==> src/rtl/natv_timer.sv <==
// natv_timer: native valid/ready bus responder with a 32-bit prescaled timer,
// compare match and a level interrupt. Every access takes exactly one wait state.
// Optional feature macro: NATV_TIMER_IRQ_EN. When it is defined, CTRL[1] (IRQ_EN)
// exists and irq_o = MATCH & IRQ_EN. When it is undefined, CTRL[1] reads 0 and
// irq_o is tied low.
module natv_timer #(
  parameter int PSCR_W = 16
) (
  input  logic        clk_i,
  input  logic        rst_n_i,
  input  logic        mem_valid_i,
  input  logic [31:0] mem_addr_i,
  input  logic [31:0] mem_wdata_i,
  input  logic [3:0]  mem_wstrb_i,
  output logic [31:0] mem_rdata_o,
  output logic        mem_ready_o,
  output logic        irq_o
);

  localparam logic [0:0] ST_IDLE = 1'b0;
  localparam logic [0:0] ST_RESP = 1'b1;

  localparam logic [2:0] A_CTRL = 3'd0;
  localparam logic [2:0] A_PSCR = 3'd1;
  localparam logic [2:0] A_CNT  = 3'd2;
  localparam logic [2:0] A_CMP  = 3'd3;
  localparam logic [2:0] A_STAT = 3'd4;

  logic [0:0]        state;
  logic              ctrl_en;
  logic              ctrl_auto;
  logic              irq_en_rd;
  logic [PSCR_W-1:0] pscr;
  logic [PSCR_W-1:0] pcnt;
  logic [31:0]       cnt;
  logic [31:0]       cmp;
  logic              match;

  logic              accept;
  logic              wr;
  logic [2:0]        sel;
  logic              tick;
  logic              hit;
  logic [31:0]       rd_mux;
  logic              unused_addr;

  // Replace only the byte lanes selected by the write strobes.
  function automatic logic [31:0] lane_merge(input logic [31:0] cur,
                                             input logic [31:0] wdata,
                                             input logic [3:0]  strb);
    logic [31:0] res;
    res = cur;
    for (int b = 0; b < 4; b++) begin
      if (strb[b]) res[8*b +: 8] = wdata[8*b +: 8];
    end
    return res;
  endfunction

  assign accept      = (state == ST_IDLE) && mem_valid_i;
  assign wr          = accept && (mem_wstrb_i != 4'b0000);
  assign sel         = mem_addr_i[4:2];
  assign tick        = ctrl_en && (pcnt == pscr);
  assign hit         = (cnt == cmp);
  assign unused_addr = ^{mem_addr_i[31:5], mem_addr_i[1:0]};

`ifdef NATV_TIMER_IRQ_EN
  logic ctrl_irq_en;

  // IRQ_EN bit of CTRL, lane 0 only.
  always_ff @(posedge clk_i or negedge rst_n_i) begin
    if (!rst_n_i) begin
      ctrl_irq_en <= 1'b0;
    end else if (wr && (sel == A_CTRL) && mem_wstrb_i[0]) begin
      ctrl_irq_en <= mem_wdata_i[1];
    end
  end

  assign irq_en_rd = ctrl_irq_en;
  assign irq_o     = match & ctrl_irq_en;
`else
  assign irq_en_rd = 1'b0;
  assign irq_o     = 1'b0;
`endif

  // Bus handshake: accept in IDLE, answer with a one-cycle ready pulse in RESP.
  always_ff @(posedge clk_i or negedge rst_n_i) begin
    if (!rst_n_i) begin
      state       <= ST_IDLE;
      mem_ready_o <= 1'b0;
      mem_rdata_o <= 32'd0;
    end else begin
      mem_ready_o <= 1'b0;
      case (state)
        ST_IDLE: begin
          if (mem_valid_i) begin
            state       <= ST_RESP;
            mem_ready_o <= 1'b1;
            mem_rdata_o <= wr ? 32'd0 : rd_mux;
          end
        end
        default: state <= ST_IDLE;
      endcase
    end
  end

  // Read mux samples register values before this cycle's update.
  always_comb begin
    rd_mux = 32'd0;
    case (sel)
      A_CTRL: rd_mux = {29'd0, ctrl_auto, irq_en_rd, ctrl_en};
      A_PSCR: rd_mux = 32'(pscr);
      A_CNT:  rd_mux = cnt;
      A_CMP:  rd_mux = cmp;
      A_STAT: rd_mux = {31'd0, match};
      default: rd_mux = 32'd0;
    endcase
  end

  // CTRL EN / AUTO_RELOAD bits, lane 0 only.
  always_ff @(posedge clk_i or negedge rst_n_i) begin
    if (!rst_n_i) begin
      ctrl_en   <= 1'b0;
      ctrl_auto <= 1'b0;
    end else if (wr && (sel == A_CTRL) && mem_wstrb_i[0]) begin
      ctrl_en   <= mem_wdata_i[0];
      ctrl_auto <= mem_wdata_i[2];
    end
  end

  // Prescaler divisor register.
  always_ff @(posedge clk_i or negedge rst_n_i) begin
    if (!rst_n_i) begin
      pscr <= '0;
    end else if (wr && (sel == A_PSCR)) begin
      pscr <= PSCR_W'(lane_merge(32'(pscr), mem_wdata_i, mem_wstrb_i));
    end
  end

  // Prescaler counter: held at 0 when disabled, restarted by any PSCR write.
  always_ff @(posedge clk_i or negedge rst_n_i) begin
    if (!rst_n_i) begin
      pcnt <= '0;
    end else if ((wr && (sel == A_PSCR)) || !ctrl_en || tick) begin
      pcnt <= '0;
    end else begin
      pcnt <= pcnt + PSCR_W'(1);
    end
  end

  // Main counter: a bus write takes priority over the tick update.
  always_ff @(posedge clk_i or negedge rst_n_i) begin
    if (!rst_n_i) begin
      cnt <= 32'd0;
    end else if (wr && (sel == A_CNT)) begin
      cnt <= lane_merge(cnt, mem_wdata_i, mem_wstrb_i);
    end else if (tick) begin
      cnt <= (hit && ctrl_auto) ? 32'd0 : cnt + 32'd1;
    end
  end

  // Compare register.
  always_ff @(posedge clk_i or negedge rst_n_i) begin
    if (!rst_n_i) begin
      cmp <= 32'd0;
    end else if (wr && (sel == A_CMP)) begin
      cmp <= lane_merge(cmp, mem_wdata_i, mem_wstrb_i);
    end
  end

  // MATCH flag: set on a matching tick, which beats a same-cycle clear.
  always_ff @(posedge clk_i or negedge rst_n_i) begin
    if (!rst_n_i) begin
      match <= 1'b0;
    end else if (tick && hit) begin
      match <= 1'b1;
    end else if (wr && (sel == A_STAT) && mem_wstrb_i[0] && mem_wdata_i[0]) begin
      match <= 1'b0;
    end
  end

endmodule

==> config.mk <==
export PLATFORM = sky130hd
export DESIGN_NAME = natv_timer
export DESIGN_NICKNAME = d
export VERILOG_FILES = /design/src/rtl/natv_timer.sv
export SDC_FILE = /design/constraint.sdc
export NUM_CORES = 1
export LEC_CHECK = 0
export BUFFER_PORTS_ARGS = -buffer_cell sky130_fd_sc_hd__buf_2
export CORE_ASPECT_RATIO = 0.75
export CORE_MARGIN = 2
export CORE_UTILIZATION = 40
export DETAILED_ROUTE_END_ITERATION = 7
export SLEW_MARGIN = 15
export SYNTH_ARGS = -nofsm -noshare
export SYNTH_HDL_FRONTEND = slang
export SYNTH_SLANG_ARGS = --single-unit
==> constraint.sdc <==
create_clock -name clk_i -period 2.61 [get_ports clk_i]
set_input_delay 0.1305 -clock clk_i [delete_from_list [all_inputs] [get_ports clk_i]]
set_output_delay 0.1305 -clock clk_i [all_outputs]
set_load 0.02 [all_outputs]
### Word-level counts from Yosys, hierarchy flattened

Cells that the tools add are included.

| storage, ports and cells | value |
|---|---|
| logic and storage cells | 74 |
| input port bits | 71 |
| register bits after elaboration | 132 |
| output and inout port bits | 34 |

| operators by class | value |
|---|---|
| reductions and logical operators | 31 |
| multiplexer cells | 14 |
| bitwise operators | 1 |
| eq/ne operators | 10 |
| add/sub/neg operators | 2 |

Operators with widths:

| cell | count |
|---|---|
| $pmux W32 S5 | 1 |
| $mux W32 | 4 |
| $add A32 B1 Y32 const B | 1 |
| $eq A32 B32 Y1 | 1 |
| $mux W8 | 4 |
| $reduce_and A2 Y1 | 11 |
| $add A16 B1 Y16 const B | 1 |
| $eq A16 B16 Y1 | 1 |
| $mux W16 | 1 |
| $logic_and A1 B1 Y1 | 13 |
| $ne A2 B2 Y1 const B | 4 |
| $eq A3 B2 Y1 const B | 2 |
| $mux W1 | 4 |
| $reduce_bool A2 Y1 | 2 |
| $reduce_bool A4 Y1 | 1 |
| $eq A3 B1 Y1 const B | 1 |
| $eq A3 B3 Y1 const B | 1 |
| $logic_not A3 Y1 | 1 |
| $logic_or A1 B1 Y1 | 2 |
| $logic_not A1 Y1 | 1 |
| $not A1 Y1 | 1 |

### Depth between registers and ports, before layout

| depth | value |
|---|---|
| depth after elaboration | 8 |
| depth in mapped cells | 9 |
| gate-level depth less buffers | 7 |

### Worst setup path after synthesis

Ideal clock, no wire load.

| path | value |
|---|---|
| kind | register to register |
| from | reg cnt[2] |
| to | reg cnt[31] |
| buffers on the path | 1 |
| required time | 2,486 ps |
| cell stages (with the launch flop) | 8 |
| data arrival time | 1,828 ps |
| library setup time | 124 ps |
| period minus slack after synthesis | 1,952 ps |
| slack | 658 ps |
| path through | dfrtp_1 > buf_2 > xnor2_1 > nand4_1 > nor4_4 > a31oi_2 > and4b_1 > a211o_1 |

| between the ends | value |
|---|---|
| cells in the longest elaborated chain, start to end | 5 |
| elaborated cells on any way between the ends | 6 |
| classes of those cells | add/sub (1); eq/ne (1); mux (3); reduce/logical (1) |

Ends and longest elaborated chain:

| element | line | text |
|---|---|---|
| start: declaration | 35 | `logic [31:0] cnt;` |
| start signal: assignment | 155 | `cnt <= lane_merge(cnt, mem_wdata_i, mem_wstrb_i);` |
| start signal: assignment | 157 | `cnt <= (hit && ctrl_auto) ? 32'd0 : cnt + 32'd1;` |
| parallel branches: the longest is 2 deep, another holds $add A32 B1 Y32 | n/a |  |
| $mux W32 (*) | 157 |  |
| $mux W32 (*) | 156 | `end else if (tick) begin` |
| $mux W32 (*) | 154 | `end else if (wr && (sel == A_CNT)) begin` |

Every way passes the cells marked *. The select of a mux whose other input is x is not followed.
A chain may end at the register's enable or synchronous reset.

### Final worst setup path

| path | value |
|---|---|
| from | reg cnt[1] |
| to | reg cnt[30] |

The elaborated chain is that of the path after synthesis.

==> flow_metrics.tcl <==
set metrics [dict create \
    ir_drop_uv 392 \
    worstMarginPinSlew_ps 630 \
    wl_um 21700 \
    critPathArrivalTime_ps 2730 \
    cpPeakStageDelay_ps 500 \
    die_w_um 160 \
    clkTransAtPathRegs_ps 60 \
    relSlewSlack_pct 57.6 \
    htreeDepth 4 \
    place_ws_ps 282 \
    critPathLaunchType "register" \
    drive_gt1_share_pct 24.7 \
    finClkSkew_ps 5.64 \
    syn-num-nets 829 \
    max_freq_mhz 411 \
    gp_congestion 0.970 \
    synth-main-ff-cell "dfrtp_1" \
    num_vias 6275 \
    crit_fanout 7 \
    postCtsSetupBuffers 0 \
    synthArstFlopShare_pct 100 \
    drc 0 \
    antenna_found_initial 0 \
    num_io_pins 105 \
    drt_first_pass_iters 5 \
    dieHeight_um 121 \
    grt-ovfl-total 0 \
    synthCells 756 \
    ctsResizeCount 0 \
    worstHoldStart "mem_wdata_i[5]" \
    antennaDiodeCount 0 \
    drt_iter0_drc 678 \
    power.density_nw_per_um2 723 \
    ys_types 65 \
    cts_sinks 132 \
    yosys.area_share.adder_pct 0.342 \
    syn2layout_area_growth_pct 21.4 \
    worstSetupEndpointType "register" \
    cpMostUsedCell "nand4_1" \
    drv_slew 0 \
    place_area_um2 8050 \
    finalCriticalPeriod_ps 2430 \
    cts_made_buffers 17 \
    cts_buffer_depth 2 \
    criticalPathCategory "reg -> reg" \
    worstRegToRegCells 7 \
    yosys_register_bits 132 \
    synthSimpleGateAreaFrac_pct 18.6 \
    total_leakage_power_nw 3.86 \
    grt_pass1_wl_um 34500 \
    die_area_um2 19400 \
    synth-compound-area-share_pct 15.3 \
    fin_ws_ps 178 \
    setup_viol 0 \
    synthMuxAreaShare_pct 9.03 \
    grt_max_degree 64 \
    fin_setup_tns_ps 0 \
    dpl.hpwl_um 15800 \
    ys_seq_area_share_pct 45.1 \
    hold_class "in -> reg" \
    rsz0062_at_grt "false" \
    insertion_delay_ps 430 \
    via_per_inst 5.63 \
    timing.final.crit_share_pct 93.2 \
    synth_edf_count 0 \
    hold_end "pscr[5]" \
    timing.rr.start "cnt[1]" \
    path_cells "ha_1, nand4_1, nor3_1, nand4_1, o21a_1, a21oi_1, o22ai_1" \
    final_area_um2 8900 \
    finalHoldViolations 0 \
    grt_pass1_vias 5913 \
    synth_top_family_by_area "simple AND/OR/NAND/NOR gates" \
    rrSetupSlack_ps 180 \
    r2r-end "cnt[30]" \
    fin_nets 935 \
    synth.avg_cell_area_um2 9.69 \
    cp.required_ps 2910 \
    synth_area_um2 7330 \
    ant_nets 0 \
    numPortBuffers 74 \
    cts_tree "done" \
    core_um2 17800 \
    initial_core_util_pct 41.1 \
    holdPathStages 2 \
    status "completed" \
    synthXorXnorAreaFrac_pct 7.41 \
    wire_per_inst_um 19.5 \
    clockRootBuffer "clkbuf_16" \
    rows 42 \
    grt_usage_pct 23.4 \
    yosysWarnings 0 \
    crit_slowest_cell "nor3_1" \
    maxCapViolCount 0 \
]
power by group:
group	internal (mW)	switching (mW)
clock	1.56	0.888
combinational	0.611	0.717
sequential	2.32	0.342
total	4.49	1.95
what timing repair did:
action                                 in CTS  in global routing
endpoints found under the hold margin     106                  0
setup endpoints to repair                   0                  0
hold buffers                               27                  0
layer usage:
metal  share of wire [%]  up-vias  track usage (%)  routed length [µm]
met3                 7.4       16             5.09                1610
met2                  41      237             32.3                8920
met5                   0        -                0                   0
met4                0.92        0             5.46                 201
met1                  51     3115             37.0               11000
li1                    -     2907                -                   -
layout make-up:
| type | instances | area, µm² |
|---|---|---|
| clock buffer | 24 | 482 |
| fill | 1664 | 8920 |
| tap | 242 | 303 |
| timing repair buffer | 135 | 902 |
| multi-input combinational | 553 | 3720 |
| inverter | 23 | 86.3 |
| clock inverter | 5 | 100 |
| sequential | 132 | 3300 |
stage by stage:
| step | cells | util [%] | power (mW) | hold WS, ps |
|---|---|---|---|---|
| after floorplan | 756 | - | 3.50 | -165 |
| after global placement | 1058 | 45.2 | 3.95 | 155 |
| after detailed placement | 1058 | 45.2 | 3.96 | 158 |
| after CTS | 1114 | 49.9 | 6.45 | 4.65 |
| after global routing | 1114 | 49.9 | 6.72 | 4.63 |
| final | 1114 | 49.9 | 6.44 | 0.774 |
Yosys cell counts, types with 17 or more instances:
cell | instances | area share (%)
inv_1 | 22 | 1.1
clkbuf_1 | 22 | 1.1
a21oi_1 | 23 | 1.6
buf_2 | 20 | 1.4
nor2_1 | 47 | 2.4
dfrtp_1 | 132 | 45
xnor2_1 | 47 | 5.6
mux2_2 | 55 | 8.5
a22oi_1 | 33 | 3.4
nand4_1 | 21 | 1.8
o21ai_0 | 54 | 3.7
nand2_1 | 89 | 4.6
nor3_1 | 17 | 1.2
nand3_1 | 30 | 2.0
placed cells by master, fill, tap and decap left out, types with 4 or more instances in the layout:
cell	count
a22o_1	4
xor2_1	15
nand4_1	21
a32oi_1	4
clkbuf_1	4
a22oi_1	33
a21boi_0	6
buf_2	73
inv_1	22
a31oi_1	4
mux2_2	55
xnor2_1	47
buf_4	34
nor3_1	17
o22ai_1	11
clkbuf_16	17
a21oi_1	23
or2_2	4
o211ai_1	8
dfrtp_1	132
dlygate4sd3_1	27
o21ai_0	54
nor2_1	47
nand3_1	30
and2_1	4
nand2_1	89
o21a_1	6
and3_1	10
nor2b_1	4
nor4_4	6
sequential cells by signal, summed over array words and instances (netlist names):
signal       flops
cnt             32
ctrl_en          1
match            1
pcnt            16
mem_rdata_o     32
cmp             32
state            1
pscr            16
ctrl_auto        1
kinds of logic (layout without fill, tap and decap cells):
group                    Yosys count  after routing
AO/OA/AOI/OAI                    173            173
XOR/XNOR                          62             62
adder cells (fa/ha/maj)            2              2
buffers and inverters             71            187
flip-flops                       132            132
multiplexers                      58             58
other                              1              1
AND/OR/NAND/NOR                  257            257
worst max-delay path: cells and delay by family, from the launching register on:
family          cells  cell delay, ps
simple gates        3            1020
compound gates      3             530
flops               1             470
fa+ha+maj           1             270
worst max path at each step:
stage | depth (start not counted) | from | slack [ps] | endpoint
2_1_floorplan | 7 | cnt[2] | 660 | cnt[31]
3_3_place_gp | 8 | cnt[9] | 320 | cnt[8]
3_5_place_dp | 7 | cnt[9] | 280 | cnt[24]
4_1_cts | 8 | cnt[9] | 270 | cnt[8]
5_1_grt | 7 | cnt[1] | 50 | cnt[30]
6_report | 7 | cnt[1] | 180 | cnt[30]
Note: power is estimated with default switching activity, not from simulation.
